## src/rtl/vx_bitmanip_seq.sv

```systemverilog
// ============================================================================
// vx_bitmanip_seq
// ----------------------------------------------------------------------------
// Issue sequencer that lets NUM_REQS requesters share one bitmanip datapath.
// One op is in flight at a time: IDLE picks a winner (round-robin), EXEC runs
// the datapath for 1 cycle (single) or MULTI_LAT cycles (iterative), RESP
// holds the result until the commit stage accepts it.
//
// Ports
//   clk          : clock, all state on the rising edge
//   reset_n      : asynchronous, active-low reset
//   req_valid    : [NUM_REQS]        per-requester request valid
//   req_op       : [NUM_REQS*OPW]    per-requester op_type
//   req_multi    : [NUM_REQS]        per-requester "op is iterative" flag
//   req_tag      : [NUM_REQS*TAG_W]  per-requester opaque tag
//   req_ready    : [NUM_REQS]        per-requester accept (combinational)
//   exe_grant    : [NUM_REQS]        one-hot operand-mux select, zero outside EXEC
//   exe_op       : [OPW]             latched op, zero outside EXEC
//   exe_start    : one-cycle start pulse on the first EXEC cycle
//   exe_busy     : datapath executing
//   rsp_valid    : result ready for commit
//   rsp_ready    : commit accepts
//   rsp_tag      : [TAG_W]           tag of the completing op
//   rsp_src      : [SRC_W]           index of the originating requester
//   busy_cycles  : [32]              wrapping count of exe_busy cycles
// ============================================================================
module vx_bitmanip_seq #(
    parameter int          NUM_REQS    = 2,
    parameter int          OPW         = 4,
    parameter int          TAG_W       = 64,
    parameter int          MULTI_LAT   = 8,
    // Reset value of busy_cycles; leave at 0 for normal use.
    parameter logic [31:0] BUSY_PRESET = 32'd0,
    localparam int         SRC_W       = (NUM_REQS > 1) ? $clog2(NUM_REQS) : 1
) (
    input  logic                      clk,
    input  logic                      reset_n,
    input  logic [NUM_REQS-1:0]       req_valid,
    input  logic [NUM_REQS*OPW-1:0]   req_op,
    input  logic [NUM_REQS-1:0]       req_multi,
    input  logic [NUM_REQS*TAG_W-1:0] req_tag,
    output logic [NUM_REQS-1:0]       req_ready,
    output logic [NUM_REQS-1:0]       exe_grant,
    output logic [OPW-1:0]            exe_op,
    output logic                      exe_start,
    output logic                      exe_busy,
    output logic                      rsp_valid,
    input  logic                      rsp_ready,
    output logic [TAG_W-1:0]          rsp_tag,
    output logic [SRC_W-1:0]          rsp_src,
    output logic [31:0]               busy_cycles
);

    typedef enum logic [1:0] {
        S_IDLE = 2'd0,
        S_EXEC = 2'd1,
        S_RESP = 2'd2
    } state_t;

    state_t             state_reg, state_next;
    logic [7:0]         cnt_reg;
    logic [SRC_W-1:0]   last_reg;
    logic [SRC_W-1:0]   src_reg;
    logic [OPW-1:0]     op_reg;
    logic [TAG_W-1:0]   tag_reg;
    logic               first_reg;
    logic               armed_reg;
    logic [31:0]        busy_reg;

    // Per-requester views of the packed request buses.
    logic [OPW-1:0]     op_arr  [NUM_REQS];
    logic [TAG_W-1:0]   tag_arr [NUM_REQS];

    generate
        for (genvar gi = 0; gi < NUM_REQS; gi++) begin : g_unpack
            assign op_arr[gi]  = req_op[gi*OPW +: OPW];
            assign tag_arr[gi] = req_tag[gi*TAG_W +: TAG_W];
        end
    endgenerate

    // ------------------------------------------------------------------
    // Round-robin pick: scan starting one past the last accepted requester.
    // ------------------------------------------------------------------
    logic             found;
    logic [SRC_W-1:0] win_idx;
    int               scan_idx;

    always_comb begin
        found    = 1'b0;
        win_idx  = '0;
        scan_idx = 0;
        for (int i = 0; i < NUM_REQS; i++) begin
            scan_idx = (int'(last_reg) + 1 + i) % NUM_REQS;
            if (!found && req_valid[SRC_W'(scan_idx)]) begin
                found   = 1'b1;
                win_idx = SRC_W'(scan_idx);
            end
        end
    end

    // ------------------------------------------------------------------
    // Next-state / accept logic.
    // armed_reg keeps req_ready low until the first clock edge after reset
    // release, so nothing is accepted in the partial cycle following it.
    // ------------------------------------------------------------------
    logic accept;

    always_comb begin
        state_next = state_reg;
        req_ready  = '0;
        accept     = 1'b0;
        case (state_reg)
            S_IDLE: begin
                if (found && armed_reg) begin
                    req_ready[win_idx] = 1'b1;
                    accept             = 1'b1;
                    state_next         = S_EXEC;
                end
            end
            S_EXEC: begin
                if (cnt_reg == 8'd0) begin
                    state_next = S_RESP;
                end
            end
            S_RESP: begin
                if (rsp_ready) begin
                    state_next = S_IDLE;
                end
            end
            default: state_next = S_IDLE;
        endcase
    end

    // ------------------------------------------------------------------
    // State and latches.
    // ------------------------------------------------------------------
    always_ff @(posedge clk or negedge reset_n) begin
        if (!reset_n) begin
            state_reg <= S_IDLE;
            cnt_reg   <= 8'd0;
            last_reg  <= SRC_W'(NUM_REQS - 1);
            src_reg   <= '0;
            op_reg    <= '0;
            tag_reg   <= '0;
            first_reg <= 1'b0;
            armed_reg <= 1'b0;
            busy_reg  <= BUSY_PRESET;
        end else begin
            state_reg <= state_next;
            armed_reg <= 1'b1;
            first_reg <= accept;
            if (accept) begin
                op_reg   <= op_arr[win_idx];
                tag_reg  <= tag_arr[win_idx];
                src_reg  <= win_idx;
                last_reg <= win_idx;
                // Counter holds the number of EXEC cycles still to follow.
                cnt_reg  <= req_multi[win_idx] ? 8'(MULTI_LAT - 1) : 8'd0;
            end else if (state_reg == S_EXEC && cnt_reg != 8'd0) begin
                cnt_reg <= cnt_reg - 8'd1;
            end
            if (state_reg == S_EXEC) begin
                busy_reg <= busy_reg + 32'd1;
            end
        end
    end

    // ------------------------------------------------------------------
    // Outputs: datapath and response fields are gated to zero outside the
    // state in which they are meaningful.
    // ------------------------------------------------------------------
    assign exe_busy    = (state_reg == S_EXEC);
    assign exe_start   = exe_busy && first_reg;
    assign exe_op      = exe_busy ? op_reg : '0;
    assign rsp_valid   = (state_reg == S_RESP);
    assign rsp_tag     = rsp_valid ? tag_reg : '0;
    assign rsp_src     = rsp_valid ? src_reg : '0;
    assign busy_cycles = busy_reg;

    generate
        for (genvar gi = 0; gi < NUM_REQS; gi++) begin : g_grant
            assign exe_grant[gi] = exe_busy && (src_reg == SRC_W'(gi));
        end
    endgenerate

endmodule

```

## config.mk

```make
export PLATFORM = sky130hd
export DESIGN_NAME = vx_bitmanip_seq
export DESIGN_NICKNAME = d
export VERILOG_FILES = /design/src/rtl/vx_bitmanip_seq.sv
export SDC_FILE = /design/constraint.sdc
export NUM_CORES = 1
export LEC_CHECK = 0
export ABC_AREA = 1
export BUFFER_PORTS_ARGS = -buffer_cell sky130_fd_sc_hd__buf_4
export CAP_MARGIN = 20
export CORE_ASPECT_RATIO = 1.75
export CORE_UTILIZATION = 44
export CTS_CLUSTER_SIZE = 24
export DETAILED_ROUTE_END_ITERATION = 7
export HOLD_SLACK_MARGIN = 0.05
export PLACE_DENSITY = 0.78
export SYNTH_ARGS = -nofsm -noshare
export SYNTH_HDL_FRONTEND = slang
export SYNTH_SLANG_ARGS = --single-unit
```

## constraint.sdc

```tcl
create_clock -name clk -period 1.45 [get_ports clk]
set_input_delay 0 -clock clk [delete_from_list [all_inputs] [get_ports clk]]
set_output_delay 0 -clock clk [all_outputs]
set_load 0.1 [all_outputs]
```

==> parameters.txt, run 1 <==
Parameter                              Value

Run status
  Run status    did not finish
  Fail Step    5_1_grt
  Error that ended the run    [ERROR DPL-0038] Utilization greater than 100%, impossible to legalize

Die
  Number of primary I/O pins    251
  Number of standard-cell rows in the floorplan    55
  Effective utilization at floorplan    45.6%
  Vertical die dimension    156 um
  DIE WIDTH    89.8 um

Synth
  Most common cell in the netlist    sky130_fd_sc_hd__nand2_1
  Number of register bits inferred by synthesis    114
  Post-Synthesis Net Count    898
  Fraction of the yosys area taken by sequential cells    48.1%
  Number of distinct standard cells referenced by the synthesized netlist    28
  List of most frequent post-synthesis cells    225 x sky130_fd_sc_hd__nand2_1, 113 x sky130_fd_sc_hd__dfrtp_1, 107 x sky130_fd_sc_hd__inv_1
  Cell types occupying the most area after synthesis    sky130_fd_sc_hd__dfrtp_1 48%, sky130_fd_sc_hd__nand2_1 14%, sky130_fd_sc_hd__o211ai_1 7.3%, sky130_fd_sc_hd__inv_1 6.8%, sky130_fd_sc_hd__nor2_1 6.5%
  Prevailing post-synth register cell    sky130_fd_sc_hd__dfrtp_1
  Fraction of post-synthesis cell area in the top cell type by area    47.7%
  Synth warn    0
  Synthesized area divided by synthesized cell count    7.89 sq um
  Number of enable-type register cells in the synthesized netlist    0
  Cell type with the highest aggregate area in the netlist    sky130_fd_sc_hd__dfrtp_1
  Cell area after synthesis    5930 sq um
  Syn Inst Count    752
  Fraction of registers with async set or reset after synthesis    100%

STA
  Worst endpoint type    primary output
  Endpoint with the least setup slack after the last global-route repair    rsp_tag[43]

Clock tree
  Clock Sinks    114
  Number of buffers created by CTS    17
  Root Driver    sky130_fd_sc_hd__clkbuf_16
  Buffers from clock root to sink, at most    2
  Deepest level of the CTS H-tree    4

Placement
  Estimated wirelength of the detail-placed design    14.8 mm
  Area after detailed placement    9010 sq um
  Total instance count after detailed placement    1185
  Count of port buffers added during placement    249
  Routability-driven placement congestion ratio    0.920

Global routing
  Pin count of the biggest net entering global routing    42
[metrics by stage]
stage               hold WS, ns  util (%)  worst slack (ns)  setup TNS, ns
global placement        -0.0103      69.3            0.0338              0
CTS                      0.0645      93.4            -0.237         -13.96
floorplan                -0.296         -            -0.504         -32.36
detailed placement      -0.0116      69.3            0.0110              0
[cells by family after synthesis]
kind of cell | count (synthesis) | synth area share [%]
other | 1 | 0.0632
adders and majority gates | 3 | 0.633
xor gates and xnor gates | 22 | 3.25
and+or+nand+nor | 386 | 27.2
buffers and inverters | 143 | 10.1
DFF | 114 | 48.1
AOI/OAI and AO/OA | 83 | 10.7
[timing repair]
item	CTS
resized for setup	245
gates cloned	2
endpoints found under the setup margin	79
buffers inserted	9
hold buffers	139
hold endpoints to repair	183
pin swaps	12
==> run 2, diff against run 1 <==
CORE_ASPECT_RATIO = not set   (was 1.75)
CORE_UTILIZATION = 40   (was 44)
CTS_CLUSTER_SIZE = not set   (was 24)
HOLD_SLACK_MARGIN = not set   (was 0.05)
PLACE_DENSITY = not set   (was 0.78)
PLACE_DENSITY_LB_ADDON = 0.15   (was not set)
clock period = 1.89 ns   (was 1.45 ns; I/O delays follow)
==> parameters.txt, run 2 <==
Parameter                              Value

Synth
  Number of register bits inferred by synthesis    114
  Synthesized area divided by synthesized cell count    7.89 sq um
  List of most frequent post-synthesis cells    225 x sky130_fd_sc_hd__nand2_1, 113 x sky130_fd_sc_hd__dfrtp_1, 107 x sky130_fd_sc_hd__inv_1
  Cell type with the highest aggregate area in the netlist    sky130_fd_sc_hd__dfrtp_1
  Cell area after synthesis    5930 sq um
  Fraction of post-synthesis cell area in the top cell type by area    47.7%
  Number of enable-type register cells in the synthesized netlist    0
  Prevailing post-synth register cell    sky130_fd_sc_hd__dfrtp_1
  Synth warn    0
  Syn Inst Count    752
  Fraction of registers with async set or reset after synthesis    100%
  Fraction of the yosys area taken by sequential cells    48.1%
  Post-Synthesis Net Count    898
  Number of distinct standard cells referenced by the synthesized netlist    28
  Cell types occupying the most area after synthesis    sky130_fd_sc_hd__dfrtp_1 48%, sky130_fd_sc_hd__nand2_1 14%, sky130_fd_sc_hd__o211ai_1 7.3%, sky130_fd_sc_hd__inv_1 6.8%, sky130_fd_sc_hd__nor2_1 6.5%
  Most common cell in the netlist    sky130_fd_sc_hd__nand2_1

Route
  Drt first pass iters    4
  Number of remaining DRC errors    0
  Detailed Route WL    22.4 mm
  Remaining antenna violation count after routing    0
  Post-DR wirelength/cell    16.5 um
  Via-to-Cell Ratio    5.00
  Iteration-0 DRC count of the detailed router    379
  Vias after detailed routing    6776

Clock tree
  Number of buffers created by CTS    17
  Insertion delay to the later sink of the worst-skew pair    0.42 ns
  CTS tree    built
  Buffers from clock root to sink, at most    2
  Clock Sinks    114
  Post-CTS clock slew at the launch and capture registers of the worst setup and hold paths    0.05 ns
  Root Driver    sky130_fd_sc_hd__clkbuf_16
  Deepest level of the CTS H-tree    4

Finish
  Sequential cell area in the final layout    2870 sq um
  Design area    10900 sq um
  Share of post-route cells with drive strength above 1    35.6%
  Layout Nets    1302
  Final core area utilization    75.1%
  Final cell count without fillers    1354
  Max FFs per register    64
  Leading cell type in the layout, fill and taps excluded    sky130_fd_sc_hd__nand2_1
  Relative area change from synthesis to final layout    83.3%
  Filler instances    973
  Commonest non-fill, non-tap cells in the layout    225 x sky130_fd_sc_hd__nand2_1, 209 x sky130_fd_sc_hd__buf_4, 138 x sky130_fd_sc_hd__dlygate4sd3_1
  Area taken by multi-input logic gates    2960 sq um

STA
  Final min period    1.84 ns
  Final max-slew violation count    0
  Unrepaired setup endpoints after global routing    true
  Final Cycle Share    97.3%
  Setup WS post-layout    0.0510 ns
  Total of endpoints with negative setup slack in the final report    0
  Smallest hold slack    0.0404 ns
  Final hold violation count    0
  Maximum clock frequency    0.544 GHz
  Fin Setup TNS    0 ns
  Worst clock skew    0.00632 ns

Placement
  Post-Place Setup Slack    0.214 ns
  Total instance count after detailed placement    1175
  Area after detailed placement    8590 sq um
  Estimated wirelength of the detail-placed design    13.0 mm
  Count of port buffers added during placement    249
  Routability-driven placement congestion ratio    0.861

Run status
  Run status    finished clean

Global routing
  Vias in the first global route    6946
  Pin count of the biggest net entering global routing    52
  Global-route wire length before repair    33.3 mm
  Overall global routing resource usage    28.8%
  Antenna violations before repair    2
  Sum of overflow across all layers after global routing    0

Power
  Sw Share    46.4%
  PD cells    1220 nW/um^2
  IR Drop Worst-Case VDD    1.10 mV
  Total leakage power    5.00 nW
  Switching component of the power    6.17 mW
  Internal portion of total power    7.13 mW
  Sequential cell fraction of total power    28.1%
  Sum of internal, switching and leakage power    13.3 mW
  Part of the total power dissipated in the clock network    21.3%
  Comb pwr share    50.7%

Worst setup path
  Critical Path End Type    primary output
  Peak fanout along the critical path    12
  Cell with the largest stage delay on the worst path    sky130_fd_sc_hd__dfrtp_1
  Worst EP arrival    1.84 ns
  Kind of critical path    reg -> out
  Kind of start point of the critical path    flip-flop
  Category of cells accounting for the largest share of critical-path delay    buffers and inverters
  Critical path, cell by cell    buf_4 -> nor2_4 -> clkinv_8 -> buf_12 -> nor2_2 -> buf_8
  Buffering stage count on the worst path with inverters included    4
  Critical path's largest stage delay    0.39 ns
  Required time at the worst-slack endpoint    1.89 ns

Run
  Max-cap check violation count    0

Die
  Number of primary I/O pins    251
  Number of standard-cell rows in the floorplan    44
  Area of the core    14500 sq um
  DIE WIDTH    124 um
  Vertical die dimension    124 um
  Effective utilization at floorplan    41.0%
  Die area    15300 sq um

Min path
  Worst hold path type    in -> reg
==> run 2: cell counts after synthesis <==
No cell type changed its count.
==> run 2: path summary, 6_finish.rpt <==
check / to / start / slack [ns] / cells after the start
worst max-delay path: rsp_tag[0] / state_reg[0] / 0.05 / 6
worst min-delay path: cnt_reg[2] / req_multi[0] / 0.04 / 7
worst max register to register: tag_reg[2] / state_reg[1] / 0.21 / 8
worst min register to register: last_reg / last_reg / 0.48 / 2
max in group asynchronous: last_reg / reset_n / 1.20 / 3
min in group asynchronous: state_reg[1] / reset_n / 0.05 / 2
==> run 2: cell families (layout without fill, tap and decap cells) <==
| family | count (synthesis) | after routing | synth area share (%) |
|---|---|---|---|
| AND/OR/NAND/NOR | 386 | 386 | 27.2 |
| buffers and inverters | 143 | 559 | 10.1 |
| AO/OA/AOI/OAI | 83 | 83 | 10.7 |
| adder cells (fa/ha/maj) | 3 | 3 | 0.633 |
| other | 1 | 3 | 0.0632 |
| flip-flops | 114 | 114 | 48.1 |
| XOR/XNOR | 22 | 22 | 3.25 |
==> run 2: layer usage <==
layer | global-route usage, % | part of all wire (%) | up-vias | wire, um
met5 | 0 | 0 | - | 0
met4 | 16.3 | 4.3 | 0 | 969
met3 | 8.06 | 6.2 | 69 | 1380
met2 | 49.2 | 51 | 295 | 11400
met1 | 32.0 | 38 | 3241 | 8620
li1 | - | - | 3171 | -
==> run 2: worst min-delay path: stages <==
cell and delay, ns:
sky130_fd_sc_hd__buf_4 0.08, sky130_fd_sc_hd__nand2_1 0.04, sky130_fd_sc_hd__nand2_1 0.06, sky130_fd_sc_hd__nand2_1 0.08, sky130_fd_sc_hd__nand2_1 0.06, sky130_fd_sc_hd__nand2_1 0.04, sky130_fd_sc_hd__o21ai_0 0.06
==> run 2: repair_timing <==
| action | in CTS | in global routing |
|---|---|---|
| gates resized for setup | 30 | 51 |
| buffers inserted | 0 | 6 |
| hold buffers | 138 | 0 |
| endpoints found under the hold margin | 182 | 0 |
| endpoints found under the setup margin | 51 | 49 |
| gates cloned | 0 | 2 |
| pin swaps | 0 | 1 |
==> run 2: layout make-up <==
type | count | area share, %
repair buffers | 415 | 35.3
multi-input cells | 495 | 27.2
clock inverters | 7 | 0.322
diodes | 2 | 0.0460
flip-flops and latches | 114 | 26.4
clock buffers | 24 | 4.43
inverters | 112 | 4.07
well taps | 184 | 2.12
repair inverters | 1 | 0.0806
==> run 2: power groups by stage <==
stage | clock network, mW | registers (mW) | logic, mW
3_3_place_gp | 0 | 3.70 | 6.08
3_5_place_dp | 0 | 3.72 | 6.14
5_1_grt | 2.99 | 3.81 | 7.17
2_1_floorplan | 0 | 4.13 | 4.32
6_report | 2.83 | 3.73 | 6.74
4_1_cts | 2.87 | 3.70 | 6.45
Note: power is estimated with default switching activity, not from simulation.
